File: src/rtl/compa_serial.sv
// compa_serial: multi-cycle magnitude comparator for wide operands.
// One DIGIT-wide slice of the captured operands is compared per clock,
// reusing a single digit-compare stage. Cascade inputs/outputs follow the
// combinational cascade comparator convention (aeqb/agtb/altb).
//
// Optional build macro COMPA_SERIAL_EARLY_EXIT_EN:
//   undefined - fixed latency, LSB digit first, NDIG RUN cycles.
//   defined   - MSB digit first, leaves RUN at the first unequal digit
//               (1..NDIG RUN cycles). Result values match the default build.
module compa_serial #(
    parameter int WIDTH = 16,
    parameter int DIGIT = 4
) (
    input  logic             clk,
    input  logic             rst_n,
    input  logic             start,
    input  logic [WIDTH-1:0] a,
    input  logic [WIDTH-1:0] b,
    input  logic             aeqbin,
    input  logic             agtbin,
    input  logic             altbin,
    output logic             busy,
    output logic             done,
    output logic             aeqb,
    output logic             agtb,
    output logic             altb
);

    localparam int NDIG = WIDTH / DIGIT;
    localparam int CW   = (NDIG > 1) ? $clog2(NDIG) : 1;
    localparam logic [CW-1:0] LAST_DIG = CW'(NDIG - 1);

    typedef enum logic [1:0] {
        ST_IDLE = 2'd0,
        ST_RUN  = 2'd1,
        ST_DONE = 2'd2
    } state_t;

    // A cascade input is honoured only when exactly one flag is set;
    // anything else starts from the neutral all-zero state.
    function automatic logic [2:0] clean_cascade(input logic eq_i,
                                                 input logic gt_i,
                                                 input logic lt_i);
        logic [2:0] v;
        v = {eq_i, gt_i, lt_i};
        case (v)
            3'b100, 3'b010, 3'b001: clean_cascade = v;
            default:                clean_cascade = 3'b000;
        endcase
    endfunction

    state_t           state_q, state_d;
    logic [CW-1:0]    cnt_q, cnt_d;
    logic [WIDTH-1:0] a_q, a_d;
    logic [WIDTH-1:0] b_q, b_d;
    logic [2:0]       run_q, run_d;   // running {eq,gt,lt}
    logic [2:0]       res_q, res_d;   // held result {aeqb,agtb,altb}
    logic             busy_q, busy_d;
    logic             done_q, done_d;
    logic [DIGIT-1:0] a_dig_s;
    logic [DIGIT-1:0] b_dig_s;
`ifdef COMPA_SERIAL_EARLY_EXIT_EN
    logic [2:0]       casc_q, casc_d; // cleaned cascade, used if all digits equal
`endif

    // The digit under test always sits at a fixed end of the shifting copies.
`ifdef COMPA_SERIAL_EARLY_EXIT_EN
    assign a_dig_s = a_q[WIDTH-1 -: DIGIT];
    assign b_dig_s = b_q[WIDTH-1 -: DIGIT];
`else
    assign a_dig_s = a_q[DIGIT-1:0];
    assign b_dig_s = b_q[DIGIT-1:0];
`endif

    // Next-state, datapath and output computation for the scan FSM.
    always_comb begin
        state_d = state_q;
        cnt_d   = cnt_q;
        a_d     = a_q;
        b_d     = b_q;
        run_d   = run_q;
        res_d   = res_q;
        busy_d  = 1'b0;
        done_d  = 1'b0;
`ifdef COMPA_SERIAL_EARLY_EXIT_EN
        casc_d  = casc_q;
`endif
        case (state_q)
            ST_IDLE: begin
                if (start) begin
                    a_d     = a;
                    b_d     = b;
                    cnt_d   = {CW{1'b0}};
`ifdef COMPA_SERIAL_EARLY_EXIT_EN
                    casc_d  = clean_cascade(aeqbin, agtbin, altbin);
                    run_d   = 3'b000;
`else
                    run_d   = clean_cascade(aeqbin, agtbin, altbin);
`endif
                    state_d = ST_RUN;
                    busy_d  = 1'b1;
                end else begin
                    state_d = ST_IDLE;
                end
            end
            ST_RUN: begin
                busy_d = 1'b1;
                cnt_d  = cnt_q + 1'b1;
`ifdef COMPA_SERIAL_EARLY_EXIT_EN
                a_d = a_q << DIGIT;
                b_d = b_q << DIGIT;
                if (a_dig_s > b_dig_s) begin
                    run_d   = 3'b010;
                    state_d = ST_DONE;
                    busy_d  = 1'b0;
                end else if (a_dig_s < b_dig_s) begin
                    run_d   = 3'b001;
                    state_d = ST_DONE;
                    busy_d  = 1'b0;
                end else if (cnt_q == LAST_DIG) begin
                    run_d   = casc_q;
                    state_d = ST_DONE;
                    busy_d  = 1'b0;
                end else begin
                    run_d   = run_q;
                end
`else
                a_d = a_q >> DIGIT;
                b_d = b_q >> DIGIT;
                if (a_dig_s > b_dig_s) begin
                    run_d = 3'b010;
                end else if (a_dig_s < b_dig_s) begin
                    run_d = 3'b001;
                end else begin
                    run_d = run_q;
                end
                if (cnt_q == LAST_DIG) begin
                    state_d = ST_DONE;
                    busy_d  = 1'b0;
                end else begin
                    state_d = ST_RUN;
                end
`endif
            end
            ST_DONE: begin
                res_d   = run_q;
                done_d  = 1'b1;
                state_d = ST_IDLE;
            end
            default: begin
                state_d = ST_IDLE;
            end
        endcase
    end

    // State and datapath registers with asynchronous clear.
    always_ff @(posedge clk or negedge rst_n) begin
        if (!rst_n) begin
            state_q <= ST_IDLE;
            cnt_q   <= {CW{1'b0}};
            a_q     <= {WIDTH{1'b0}};
            b_q     <= {WIDTH{1'b0}};
            run_q   <= 3'b000;
            res_q   <= 3'b000;
            busy_q  <= 1'b0;
            done_q  <= 1'b0;
`ifdef COMPA_SERIAL_EARLY_EXIT_EN
            casc_q  <= 3'b000;
`endif
        end else begin
            state_q <= state_d;
            cnt_q   <= cnt_d;
            a_q     <= a_d;
            b_q     <= b_d;
            run_q   <= run_d;
            res_q   <= res_d;
            busy_q  <= busy_d;
            done_q  <= done_d;
`ifdef COMPA_SERIAL_EARLY_EXIT_EN
            casc_q  <= casc_d;
`endif
        end
    end

    assign busy = busy_q;
    assign done = done_q;
    assign aeqb = res_q[2];
    assign agtb = res_q[1];
    assign altb = res_q[0];

endmodule

File: config.mk
export PLATFORM = sky130hd
export DESIGN_NAME = compa_serial
export DESIGN_NICKNAME = d
export VERILOG_FILES = /design/src/rtl/compa_serial.sv
export SDC_FILE = /design/constraint.sdc
export NUM_CORES = 1
export LEC_CHECK = 0
export CORE_UTILIZATION = 36
export CTS_BUF_LIST = sky130_fd_sc_hd__clkbuf_4
export DETAILED_ROUTE_END_ITERATION = 10
export SETUP_SLACK_MARGIN = 0.2
export SYNTH_ARGS = -nofsm -noshare
export SYNTH_HDL_FRONTEND = slang
export SYNTH_SLANG_ARGS = --single-unit
File: constraint.sdc
create_clock -name clk -period 1.43 [get_ports clk]
set_clock_uncertainty 0.05 [all_clocks]
set_input_delay 0.3575 -clock clk [delete_from_list [all_inputs] [get_ports clk]]
set_output_delay 0.3575 -clock clk [all_outputs]
set_load 0.02 [all_outputs]
==> summary.md <==
| Metric | Value |
|---|---|
| Largest net degree at the start of global routing | 44 |
| Initial antenna violation count | 0 |
| Hold crit path type | input pin to async pin |
| Final net count | roughly 320 |
| Worst Setup EP | run_q[0] |
| Routed vias | about 1,700 |
| Setup crit end kind | flip-flop |
| CP required | between 1500 and 2000 ps |
| Post-Route Utilization | 0.565 |
| Die Ht | between 70 and 80 um |
| Pwr dens | between 2000 and 2500 nW/um2 |
| Ys Warns | 0 |
| Grt total ovfl | 0 |
| Initial Utilization | 0.380 |
| Actual slew at the worst max-slew pin | roughly 280 ps |
| Data arrival time of the worst path | 1590 ps |
| Vias in the first global route | ~1,400 |
| Synthesized netlist cell count | about 220 |
| Worst r2r dst | run_q[0] |
| Die span in x | 75.8 um |
| Area after DPL | about 2600 um2 |
| Commonest non-fill, non-tap cell in the layout | nand2_1 |
| Max-Cap Viols | 0 |
| Area growth from synthesis to layout | 48.9% |
| Top Ports | 43 |
| Crit share post-route | 0.961 |
| Root Buffer | clkbuf_4 |
| Number of antenna diodes | 0 |
| Leak | about 1.3 nW |
| Final Cell Area | ~2900 um2 |
| Minimum clock period | roughly 1400 ps |
| Setup-failing EPs final | 0 |
| Sequential-to-total area share from yosys stat | 0.548 |
| IO Port Bufs | 42 |
| CTS max path bufs | 2 |
| DR vias/cell | around 4.7 |
| Power Total | between 6 and 7 mW |
| Core Area | between 5000 and 6000 um2 |
| Path depth of the worst reg2reg path | 5 |
| DP HPWL | around 2700 um |
| Mean Syn Cell Area | 8.84 um2 |
| CP Launch Point | state_q[1] |
| Number of synthesized register bits | 43 |
| Antenna-violating nets left | 0 |
| Storage element area | about 1100 um2 |
| Outcome | completed |
| First-pass GRT wire length | between 6000 and 7000 um |
| Reg2Reg Setup Slack | ~56 ps |
| Die ar. | 5750 um2 |
| Drt wl/cell | approximately 13 um |
| Layout cell share with drive strength beyond 1 | 0.204 |
| Cell row count | 26 |
| Synthesized net count | roughly 270 |
| Cts bufs inserted | 5 |
| GRT Total Usage | 0.154 |
| Setup TNS | 0 ps |
| Commonest cells after routing, fill and taps aside | 59 x nand2_1, 41 x dfrtp_1, 35 x clkdlybuf4s50_1 |
| Synth cell types | 25 |
| Setup CP Type | flip-flop to flip-flop |
| Max IR drop VDD | roughly 790 uV |
| Detailed router's first-iteration violation count | just under 90 |
| # fillers | approximately 450 |
| Htree depth | 2 |
| Cell area after synthesis | about 2000 um2 |
| TritonCTS clock tree | yes |
| Startpoint Class | flip-flop |
| Drt drc | 0 |
| Area of the multi-input gates | 891 um2 |
| RSZ-0062 raised after global routing | yes |
| Worst skew pair latency | ~350 ps |
| Clk pin slew, worst setup/hold paths | 130 ps |
| Final Wtd Congestion | around 0.74 |
| Critical path fanouts, max | 8 |
| Final hold vios | 0 |
| Peak Freq | just over 0.7 GHz |
| First-pass DRT Iterations | 4 |
| TritonCTS Sinks | 43 |
| Slew HR | 0.809 |
| Final wirelength | approximately 4500 um |
| Fin. max-slew vios | 0 |
| Reg-to-reg startpoint | state_q[1] |
[worst min-delay path by stage]
stage / from / endpoint / slack (ps)
floorplan: rst_n / a_q[0] / 10
global placement: rst_n / a_q[12] / 300
detailed placement: rst_n / a_q[8] / 300
CTS: rst_n / a_q[8] / 440
global route: rst_n / b_q[12] / 440
finish: rst_n / a_q[8] / 440
[area by class of cell]
cell class / instances / share of cell area
sequential: 43 / 0.369
multi-input combinational: 158 / 0.305
timing repair buffer: 63 / 0.251
tap: 70 / 0.0300
clock inverter: 2 / 0.0205
clock buffer: 6 / 0.0154
inverter: 7 / 0.00899
[critical path, stage by stage (launching register included)]
cell and delay, ps:
dfrtp_2 470, nor3b_4 210, buf_6 160, buf_12 120
nor2_1 50, o31ai_2 220
[sequential cells by signal, summed over array words and instances (netlist names)]
| register | count |
|---|---|
| a_q | 16 |
| b_q | 16 |
| res_q | 3 |
| run_q | 3 |
| cnt_q | 2 |
| state_q | 2 |
| done | 1 |
[report_power, final]
group	leakage (nW)	switching, mW	internal, mW	total [mW]
clock	0.0559	0.398	0.565	0.963
combinational	0.731	1.62	1.67	3.29
sequential	0.527	0.334	1.80	2.13
[routing by layer]
metal  up-vias  global-route usage  share of wire
met4         0              0.0494          0.014
li1        852                   -              -
met1       762               0.221           0.49
met5         -                   0              0
met2        35               0.226           0.46
met3         5              0.0384          0.040
[cells in the mapped netlist]
cell type | instances | area (um2)
nand2_1 | 65 | 244
dfrtp_1 | 43 | 1080
nor2_1 | 28 | 105
a31oi_1 | 20 | 125
o21ai_0 | 17 | 85.1
buf_2 | 12 | 60.1
inv_1 | 7 | 26.3
a21oi_1 | 6 | 30.0
ha_1 | 5 | 62.6
mux2_2 | 3 | 33.8
nand2b_1 | 2 | 12.5
a211oi_1 | 1 | 7.51
a21o_1 | 1 | 7.51
a41oi_1 | 1 | 8.76
and2_1 | 1 | 6.26
buf_4 | 1 | 7.51
clkbuf_1 | 1 | 3.75
nand3_1 | 1 | 5.00
nand4_1 | 1 | 6.26
nor2b_1 | 1 | 6.26
nor3_1 | 1 | 5.00
nor3b_2 | 1 | 12.5
o311a_1 | 1 | 10.0
o31ai_1 | 1 | 7.51
o41ai_1 | 1 | 8.76
[logic make-up after synthesis]
family                   synth area share
adder cells (fa/ha/maj)            0.0319
AO/OA/AOI/OAI                       0.148
flip-flops                          0.548
multiplexers                       0.0172
buffers and inverters              0.0497
AND/OR/NAND/NOR                     0.205
[through the flow]
stage               instances  hold WS (ps)  setup slack [ps]
floorplan                 222          11.9               152
finish                    349           436              56.0
global placement          332           303              -289
global route              349           445             -6.56
detailed placement        332           304              -302
CTS                       341           435              33.1
[repair_timing]
item                       4_1_cts  5_1_grt
hold endpoints to repair        43        0
gates resized for setup         34       22
hold buffers                     1        0
setup buffers                    0        4
pin swaps                        1       13
setup endpoints to repair       45       46
gates cloned                     0        4
No activity file was read; power rests on OpenSTA's default activity.
